[config.mk]
export PLATFORM = sky130hd
export DESIGN_NAME = uart_word_tx
export DESIGN_NICKNAME = d
export VERILOG_FILES = /design/src/rtl/uart_word_tx.sv
export SDC_FILE = /design/constraint.sdc
export NUM_CORES = 1
export LEC_CHECK = 0
export ABC_AREA = 1
export ABC_CLOCK_PERIOD_IN_PS = 3450
export BUFFER_PORTS_ARGS = -buffer_cell sky130_fd_sc_hd__buf_4
export CAP_MARGIN = 20
export CELL_PAD_IN_SITES_DETAIL_PLACEMENT = 1
export CELL_PAD_IN_SITES_GLOBAL_PLACEMENT = 2
export CORE_MARGIN = 2
export CORE_UTILIZATION = 40
export CTS_CLUSTER_SIZE = 16
export DETAILED_ROUTE_END_ITERATION = 8
export PLACE_DENSITY_LB_ADDON = 0.2
export SLEW_MARGIN = 40
export SYNTH_ARGS = -nofsm -noshare
export SYNTH_HDL_FRONTEND = slang
export SYNTH_SLANG_ARGS = --single-unit
[constraint.sdc]
create_clock -name CLOCK_50 -period 3.45 [get_ports CLOCK_50]
set_input_delay 0.69 -clock CLOCK_50 [delete_from_list [all_inputs] [get_ports CLOCK_50]]
set_output_delay 0.69 -clock CLOCK_50 [all_outputs]
set_load 0.02 [all_outputs]
[src/rtl/uart_word_tx.sv]
// Word FIFO feeding a UART transmitter: each 24-bit word leaves as three 8N1 frames, low byte first.
// Define UART_TX_PARITY_EN to insert an even-parity bit after the data bits of every frame.
module uart_word_tx #(
  parameter int CLK_HZ = 50000000,
  parameter int BAUD   = 115200,
  parameter int DEPTH  = 4
) (
  input  logic        CLOCK_50,
  input  logic        RST,
  input  logic [23:0] WORD_IN,
  input  logic        WR_EN,
  output logic        FULL,
  output logic        EMPTY,
  output logic        BUSY,
  output logic        WORD_DONE,
  output logic        OVERFLOW,
  output logic        UART_TXD
);

  localparam int DIV = CLK_HZ / BAUD;
  localparam int CW  = (DIV > 1) ? $clog2(DIV) : 1;
  localparam int AW  = (DEPTH > 1) ? $clog2(DEPTH) : 1;

  typedef enum logic [2:0] {
    S_IDLE,
    S_LOAD,
    S_START,
    S_DATA,
`ifdef UART_TX_PARITY_EN
    S_PARITY,
`endif
    S_STOP
  } state_t;

  state_t state_q, state_d;

  logic [23:0]   mem_q [DEPTH];
  logic [AW-1:0] wr_ptr_q, wr_ptr_d;
  logic [AW-1:0] rd_ptr_q, rd_ptr_d;
  logic [AW:0]   count_q, count_d;
  logic          overflow_q, overflow_d;
  logic          fifo_full, fifo_empty;
  logic          wr_ok;
  logic          pop;
  logic [23:0]   head;

  logic [CW-1:0] baud_cnt_q, baud_cnt_d;
  logic [2:0]    bit_cnt_q, bit_cnt_d;
  logic [1:0]    byte_idx_q, byte_idx_d;
  logic [23:0]   word_q, word_d;
  logic [7:0]    tx_byte_q, tx_byte_d;
  logic          word_done_q, word_done_d;
  logic          txd_q, txd_d;
  logic          baud_tick;
  logic          last_byte;

  function automatic logic [7:0] byte_of(input logic [23:0] w, input logic [1:0] idx);
    case (idx)
      2'd1:    byte_of = w[15:8];
      2'd2:    byte_of = w[23:16];
      default: byte_of = w[7:0];
    endcase
  endfunction

  assign fifo_full  = (count_q == (AW+1)'(DEPTH));
  assign fifo_empty = (count_q == '0);
  assign head       = mem_q[rd_ptr_q];
  assign baud_tick  = (baud_cnt_q == CW'(DIV - 1));
  assign last_byte  = (byte_idx_q == 2'd2);

  // A write that meets FULL is lost even if the FSM pops in the same cycle.
  always_comb begin
    wr_ok      = WR_EN && !fifo_full;
    wr_ptr_d   = wr_ptr_q;
    rd_ptr_d   = rd_ptr_q;
    if (wr_ok) wr_ptr_d = wr_ptr_q + 1'b1;
    if (pop)   rd_ptr_d = rd_ptr_q + 1'b1;
    count_d    = count_q + (AW+1)'(wr_ok) - (AW+1)'(pop);
    overflow_d = overflow_q | (WR_EN & fifo_full);
  end

  always_ff @(posedge CLOCK_50) begin
    if (wr_ok) mem_q[wr_ptr_q] <= WORD_IN;
  end

  always_ff @(posedge CLOCK_50 or negedge RST) begin
    if (!RST) state_q <= S_IDLE;
    else      state_q <= state_d;
  end

  always_comb begin
    state_d = state_q;
    unique case (state_q)
      S_IDLE:  if (!fifo_empty) state_d = S_LOAD;
      S_LOAD:  state_d = S_START;
      S_START: if (baud_tick) state_d = S_DATA;
      S_DATA: begin
        if (baud_tick && bit_cnt_q == 3'd7) begin
`ifdef UART_TX_PARITY_EN
          state_d = S_PARITY;
`else
          state_d = S_STOP;
`endif
        end
      end
`ifdef UART_TX_PARITY_EN
      S_PARITY: if (baud_tick) state_d = S_STOP;
`endif
      S_STOP: begin
        if (baud_tick) state_d = (last_byte && fifo_empty) ? S_IDLE : S_START;
      end
      default: state_d = S_IDLE;
    endcase
  end

  // Datapath and line output; the line is registered from the next state so it never glitches.
  always_comb begin
    baud_cnt_d  = '0;
    bit_cnt_d   = bit_cnt_q;
    byte_idx_d  = byte_idx_q;
    word_d      = word_q;
    tx_byte_d   = tx_byte_q;
    word_done_d = 1'b0;
    pop         = 1'b0;

    if (state_q != S_IDLE && state_q != S_LOAD) begin
      baud_cnt_d = baud_tick ? '0 : baud_cnt_q + 1'b1;
    end

    case (state_q)
      S_IDLE: begin
        byte_idx_d = 2'd0;
        bit_cnt_d  = 3'd0;
        if (!fifo_empty) begin
          pop    = 1'b1;
          word_d = head;
        end
      end
      S_LOAD: tx_byte_d = byte_of(word_q, byte_idx_q);
      S_DATA: if (baud_tick) bit_cnt_d = bit_cnt_q + 3'd1;
      S_STOP: begin
        if (baud_tick) begin
          if (!last_byte) begin
            byte_idx_d = byte_idx_q + 2'd1;
            tx_byte_d  = byte_of(word_q, byte_idx_q + 2'd1);
          end else begin
            word_done_d = 1'b1;
            byte_idx_d  = 2'd0;
            if (!fifo_empty) begin
              pop       = 1'b1;
              word_d    = head;
              tx_byte_d = head[7:0];
            end
          end
        end
      end
      default: ;
    endcase

    case (state_d)
      S_START:  txd_d = 1'b0;
      S_DATA:   txd_d = tx_byte_d[bit_cnt_d];
`ifdef UART_TX_PARITY_EN
      S_PARITY: txd_d = ^tx_byte_d;
`endif
      default:  txd_d = 1'b1;
    endcase
  end

  always_ff @(posedge CLOCK_50 or negedge RST) begin
    if (!RST) begin
      wr_ptr_q    <= '0;
      rd_ptr_q    <= '0;
      count_q     <= '0;
      overflow_q  <= 1'b0;
      baud_cnt_q  <= '0;
      bit_cnt_q   <= '0;
      byte_idx_q  <= '0;
      word_q      <= '0;
      tx_byte_q   <= '0;
      word_done_q <= 1'b0;
      txd_q       <= 1'b1;
    end else begin
      wr_ptr_q    <= wr_ptr_d;
      rd_ptr_q    <= rd_ptr_d;
      count_q     <= count_d;
      overflow_q  <= overflow_d;
      baud_cnt_q  <= baud_cnt_d;
      bit_cnt_q   <= bit_cnt_d;
      byte_idx_q  <= byte_idx_d;
      word_q      <= word_d;
      tx_byte_q   <= tx_byte_d;
      word_done_q <= word_done_d;
      txd_q       <= txd_d;
    end
  end

  assign FULL      = fifo_full;
  assign EMPTY     = fifo_empty;
  assign BUSY      = (state_q != S_IDLE);
  assign WORD_DONE = word_done_q;
  assign OVERFLOW  = overflow_q;
  assign UART_TXD  = txd_q;

endmodule

==> key figures, run 1 <==
Placed design
  • IO buf count: 32
  • Pre-CTS WS: between 1 and 1.5 ns
  • Dpl hpwl: 11450 µm
  • Routability Congestion: approximately 0.8

Worst setup path
  • Critical Path RT: 3.75 ns
  • Crit-path max FO: 6
  • CP bufs+invs: 3
  • Critical path's largest stage delay: approximately 0.39 ns
  • Critical path arrival: around 2.7 ns
  • CP Class: flip-flop to flip-flop
  • Ordered cell list for the critical path: inv_1, ha_1, nand2_1, nor2_2, nand3_4, o21ai_4, ha_1, inv_1, ha_1, inv_1, fa_1, xor2_1
  • CP delay by family, top: adder cells
  • CP max-delay cell: dfrtp_1
  • CP Capture Type: flip-flop
  • Critical path launch point type: flip-flop

STA
  • Worst hold slack: ~0.23 ns
  • Slew @ Worst Pin: about 0.75 ns
  • Final Critical Period: approximately 2.4 ns
  • Slew headroom: between 40% and 50%
  • Final setup violation count: 0
  • RSZ-0062 raised after global routing: no
  • Clock skew: a little under 0.02 ns
  • Endpoints failing hold: 0
  • Final Slew Violations: 0
  • Setup TNS: 0 ns
  • Worst setup margin: between 1 and 1.5 ns
  • Fin crit share: between 60% and 70%
  • Fmax: 414.1 MHz

Clock tree
  • Post-CTS sizing: 0
  • CTS tree: yes
  • Clock Path Buffers: 2
  • Clock sinks: 155
  • Post-CTS Hold Buffers: 0
  • Post-CTS setup buffers: 0
  • Clk_lat worst skew: between 0.4 and 0.5 ns
  • Num CTS Buffers: 17
  • H-tree depth: 4
  • Reg clk slew, reported paths: 0.06 ns
  • Root Driver: clkbuf_16

Synthesis
  • Syn_nets: roughly 740
  • Synthesized flop and latch total: ~160
  • Sequential area share after synthesis: 62.39%
  • Post-synth EDFFs: 96
  • Ys Warns: 0
  • Ranking of synthesized cells by area: edfxtp_1 41%, dfrtp_1 21%, nand2_1 7.6%
  • Synth Cell Area: 0.006989 mm²
  • Mapped Cells: between 600 and 700
  • Top cells by count, synth: 141 x nand2_1, 111 x nor2_1, 96 x edfxtp_1
  • Top cell type's share of synthesized area: 41.25%
  • Count leader, synth: nand2_1
  • Ys flop type: edfxtp_1
  • Distinct cells, synth: 42
  • Syn Area/Cell: between 10 and 15 µm²
  • Cell taking the most area after synthesis: edfxtp_1
  • Synth async-reset ratio: 38.06%

Global route
  • First-pass GRT wire length: roughly 28000 µm
  • GRT Total Usage: between 10% and 20%
  • Number of global-route vias before repair: about 5300
  • Largest net degree at the start of global routing: 60
  • Initial antenna violation count: 0
  • GRT Residual Overflow: 0

Flow run
  • Max Cap Viol: 0

Power and ir drop
  • Max VDD drop: slightly above 0.0004 V
  • Total chip power: approximately 6700 µW
  • Static Leak: 0.003268 µW
  • PwrDens: roughly 830 mW/mm²

Drt
  • Post-route ant nets: 0
  • Post-route DRC: 0
  • Wirelength per Cell: about 17 µm
  • Via density: 5.072
  • Initial DRC count: approximately 270
  • DR vias: between 4000 and 5000
  • Total Wirelength: around 17000 µm
  • First-pass detailed-route iteration total: 4

Final layout
  • Share of layout cells above drive strength 1: about 15%
  • N_diodes: 0
  • Area growth syn-to-layout: 14.57%
  • Final net count: roughly 770
  • Final Core Density: 46.62%

Hold path
  • Hold Path Class: input port to async pin

Floorplan
  • Die X: ~140 µm
  • Initial Util: between 40% and 50%
  • Die Ht: between 100 and 150 µm
  • Cell Rows: 48
  • Die area: 0.01855 mm²
  • Core area: approximately 0.017 mm²
  • # IOs: 33

Status
  • Outcome: completed
-- flip-flops by register name, summed over array words and instances, names as in the netlist --
name	count
baud_cnt_q	9
rd_ptr_q	2
tx_byte_q	8
wr_ptr_q	2
word_q	24
state_q	3
count_q	3
bit_cnt_q	3
WORD_DONE	1
mem_q	96
byte_idx_q	2
UART_TXD	1
OVERFLOW	1
-- logic make-up (layout without fill, tap and decap cells) --
family / after synthesis / count (layout) / synth area share [%]
simple gates: 335 / 335 / 20.73
flops: 155 / 155 / 62.39
compound gates: 102 / 102 / 8.378
buf+inv: 83 / 132 / 5.138
fa+ha+maj: 14 / 14 / 2.614
xor+xnor: 6 / 6 / 0.7519
-- power breakdown --
part           internal, µW  switching (µW)  total [µW]
Sequential             2510             263        2770
Combinational           676            1490        2160
Clock                   992             748        1740
-- worst reg2reg max path: cells and delay by family, from the launching register on --
| kind | cells | cell delay, ns |
|---|---|---|
| flops | 1 | 0.39 |
| compound gates | 1 | 0.18 |
| fa+ha+maj | 4 | 0.92 |
| xor+xnor | 1 | 0.17 |
| simple gates | 3 | 0.46 |
| buf+inv | 3 | 0.19 |
-- through the flow --
| step | cell area, µm² | cells |
|---|---|---|
| after floorplan | 6989 | 695 |
| after global placement | 7453 | 937 |
| after detailed placement | 7453 | 937 |
| after CTS | 8004 | 969 |
| after global routing | 8008 | 969 |
| final | 8008 | 969 |
-- routing by layer --
layer,GRT usage [%],vias to the layer above,part of all wire [%]
met4,7.407,0,1.1
met2,33.61,47,51
met5,0,-,0
met1,25.35,2451,46
li1,-,2406,-
met3,3.654,11,2.3
-- final timing paths --
check                                   start            end  slack [ns]  cells past startpoint
worst min register to register  baud_cnt_q[0]  baud_cnt_q[0]        0.50                      1
min in group CLOCK_50              WORD_IN[3]    mem_q[3][3]        0.46                      1
worst max register to register  baud_cnt_q[1]     count_q[2]        1.04                     12
worst min-delay path                      RST  baud_cnt_q[4]        0.23                      1
worst max-delay path            baud_cnt_q[1]     count_q[2]        1.04                     12
max in group asynchronous                 RST      word_q[6]        2.78                      1
-- cells in the final DEF, fill, tap and decap left out, types with 7 or more instances in the layout --
cell type / instances
a21oi_1: 24
dfrtp_1: 58
clkbuf_16: 17
o22ai_1: 8
nor2_1: 107
o211ai_1: 7
inv_1: 50
nand2_1: 141
o21ai_0: 43
a31oi_1: 11
buf_4: 40
nor2_2: 8
edfxtp_1: 96
nand3_1: 52
inv_2: 8
ha_1: 13
-- area by class of cell --
cell class,instances,area [µm²]
repair buffers,41,311.5
inverters,59,224.0
clock inverters,14,121.4
fillers,1933,9169
flip-flops and latches,155,4360
well taps,225,281.5
clock buffers,18,429.2
multi-input cells,457,2280
(Power assumes the default switching activity.)
==> run 2, diff against run 1 <==
--- a/config.mk
+++ b/config.mk
@@ -6,13 +6,13 @@
 export NUM_CORES = 1
 export LEC_CHECK = 0
 export ABC_AREA = 1
-export ABC_CLOCK_PERIOD_IN_PS = 3450
+export ABC_CLOCK_PERIOD_IN_PS = 1950
 export BUFFER_PORTS_ARGS = -buffer_cell sky130_fd_sc_hd__buf_4
 export CAP_MARGIN = 20
 export CELL_PAD_IN_SITES_DETAIL_PLACEMENT = 1
 export CELL_PAD_IN_SITES_GLOBAL_PLACEMENT = 2
 export CORE_MARGIN = 2
-export CORE_UTILIZATION = 40
+export CORE_UTILIZATION = 36
 export CTS_CLUSTER_SIZE = 16
 export DETAILED_ROUTE_END_ITERATION = 8
 export PLACE_DENSITY_LB_ADDON = 0.2
==> constraint.sdc (replaced) <==
create_clock -name CLOCK_50 -period 1.95 [get_ports CLOCK_50]
set_input_delay 0.39 -clock CLOCK_50 [delete_from_list [all_inputs] [get_ports CLOCK_50]]
set_output_delay 0.39 -clock CLOCK_50 [all_outputs]
set_load 0.02 [all_outputs]
==> run 2 against run 1 <==
Against the previous run: the run now ends with setup timing left; utilization shrank 0.15 points; highest routed layer unchanged; non-clock buffer count grew 62; sequential share of layout area shrank 4.8 points; sequential power grew 77%; combinational power grew 110%; clock power grew 90%; critical path depth is the same; clock-buffer cell count is the same; flip-flop and latch count is the same; via count grew 5.7%; largest cell class unchanged; first-iteration DRC count shrank 17%; maximum frequency grew 13%.
==> key figures, run 2 (same netlist as run 1, synthesis figures left out) <==
Status
  • Outcome: finished, violations left
  • Failing checks: setup timing

Power and ir drop
  • Static Leak: between 0.003 and 0.004 µW
  • Sequential power share: between 30% and 40%
  • Gate power share: a little over a third
  • Max VDD drop: roughly 0.00061 V
  • PwrDens: 1450 mW/mm²
  • Sw frac: a little under two fifths
  • Switch Pwr: ~4700 µW
  • Clock Power Share: between 20% and 30%
  • Cell Int Power: 8012 µW

Clock tree
  • CTS tree: yes
  • H-tree depth: 4
  • Clock sinks: between 150 and 200
  • Root Driver: clkbuf_16
  • Clock Path Buffers: 2
  • Num CTS Buffers: 17
  • Reg clk slew, reported paths: ~0.070 ns
  • Clk_lat worst skew: approximately 0.42 ns

Hold path
  • Hold Path Class: input port to flip-flop

Worst setup path
  • Crit-path max FO: 2
  • Critical path arrival: around 2.5 ns
  • CP Class: flip-flop to flip-flop
  • Critical path launch point type: flip-flop
  • Critical Path RT: 2.27 ns
  • CP Capture Type: flip-flop

STA
  • Worst setup margin: -0.1798 ns
  • Final setup violation count: 2
  • Final Slew Violations: 0
  • Slew @ Worst Pin: between 0.4 and 0.5 ns
  • Final Critical Period: roughly 2.1 ns
  • Fin crit share: 109.2%
  • Fmax: roughly 470 MHz
  • Endpoints failing hold: 0
  • Clock skew: 0.009362 ns
  • RSZ-0062 raised after global routing: yes
  • Slew headroom: between 60 and 70%

Placed design
  • IO buf count: 32
  • Routability Congestion: between 0.8 and 0.9
  • Dpl hpwl: 12630 µm
  • DP Cell Count: 1021

Floorplan
  • Die Ht: between 100 and 150 µm
  • Core area: roughly 0.019 mm²
  • Die area: 0.02054 mm²
  • # IOs: 33
  • Cell Rows: 50
  • Die X: 143.3 µm
  • Initial Util: a little under two fifths

Final layout
  • Commonest non-fill, non-tap cells in the layout: 134 x nand2_1, 106 x nor2_1, 97 x buf_4, 96 x edfxtp_1, 58 x dfrtp_1
  • Biggest register: mem_q
  • Storage cell area: 0.004360 mm²
  • N_diodes: 0
  • Share of layout cells above drive strength 1: 26.30%
  • Final net count: about 830
  • Final cell count without fillers: approximately 1100
  • FILL cells: 2143
  • Multi-input combinational cell area: ~0.0025 mm²
  • Commonest non-fill, non-tap cell in the layout: nand2_1
  • Area growth syn-to-layout: 25.62%
  • Number of flip-flops under the largest register name: 96
  • Final Core Density: ~46%
  • Biggest regs: mem_q: 96 flops, word_q: 24 flops, baud_cnt_q: 9 flops

Global route
  • Initial antenna violation count: 0
  • Largest net degree at the start of global routing: between 50 and 60
  • GRT Total Usage: about a fifth
  • Number of global-route vias before repair: roughly 5700
  • GRT Residual Overflow: 0
  • First-pass GRT wire length: ~30000 µm

Drt
  • Initial DRC count: ~220
  • Post-route DRC: 0
  • DR vias: about 5200
  • Post-route ant nets: 0
  • Wirelength per Cell: 17.07 µm
  • Total Wirelength: 18200 µm
  • First-pass detailed-route iteration total: 4
  • Via density: between 4 and 5

Flow run
  • Max Cap Viol: 0
[run 2: power groups by stage]
stage	clock network, µW	registers, µW	logic [µW]
final	3300	4900	4540
after global routing	3520	4990	5160
after CTS	3390	4890	4490
after detailed placement	0	4960	4440
after global placement	0	4900	4240
after floorplan	0	4840	2870
[run 2: worst paths after layout]
kind | startpoint | endpoint | slack [ns] | cells past startpoint
min | WORD_IN[11] | mem_q[3][11] | 0.16 | 1
min reg2reg | OVERFLOW | OVERFLOW | 0.50 | 1
max | baud_cnt_q[1] | count_q[1] | -0.18 | 12
min in group asynchronous | RST | baud_cnt_q[2] | 0.45 | 2
max reg2reg | baud_cnt_q[1] | count_q[1] | -0.18 | 12
max in group asynchronous | RST | UART_TXD | 0.90 | 3
[run 2: routing by layer]
| metal | up-vias | global-route usage [%] | routed length [µm] | part of all wire (%) |
|---|---|---|---|---|
| met5 | - | 0 | 0 | 0 |
| met4 | 0 | 5.728 | 228 | 1.3 |
| met3 | 22 | 3.432 | 405 | 2.2 |
| met2 | 63 | 33.62 | 9322 | 51 |
| met1 | 2569 | 24.27 | 8240 | 45 |
| li1 | 2543 | - | - | - |
[run 2: final cells by class]
cell class                 count  area share (%)
clock buffer                  18           4.888
clock inverter                14           1.781
inverter                      59           2.679
multi-input combinational    457           28.09
sequential                   155           49.67
tap                          260           3.705
timing repair buffer         103           9.192
[run 2: repair_timing]
action	CTS	global route
cloned	0	0
pin swaps	5	18
setup endpoints to repair	7	30
buffers inserted	2	11
endpoints found under the hold margin	30	0
hold buffers	1	0
resized for setup	10	47
[run 2: critical path, stage by stage, from the launching register on]
cell and delay, ns:
dfrtp_1 0.39, inv_2 0.07, ha_4 0.13, nand2_4 0.05
nor2_4 0.11, nand3_4 0.11, o21ai_4 0.19, ha_4 0.22
inv_4 0.05, ha_4 0.11, inv_2 0.04, fa_2 0.53
inv_2 0.03
[run 2: per-stage QoR]
stage	hold slack, ns	setup TNS, ns	power, µW	area, µm²	setup WS [ns]
global route	0.1416	-1.883	13670	8780	-0.2645
CTS	0.1385	-0.4682	12780	8553	-0.2297
global placement	0.3690	-0.3726	9140	7913	-0.2039
detailed placement	0.3729	-0.6389	9393	7913	-0.2730
floorplan	0.09441	-0.6629	7711	7041	-0.3555
finish	0.1580	-0.3427	12730	8780	-0.1798
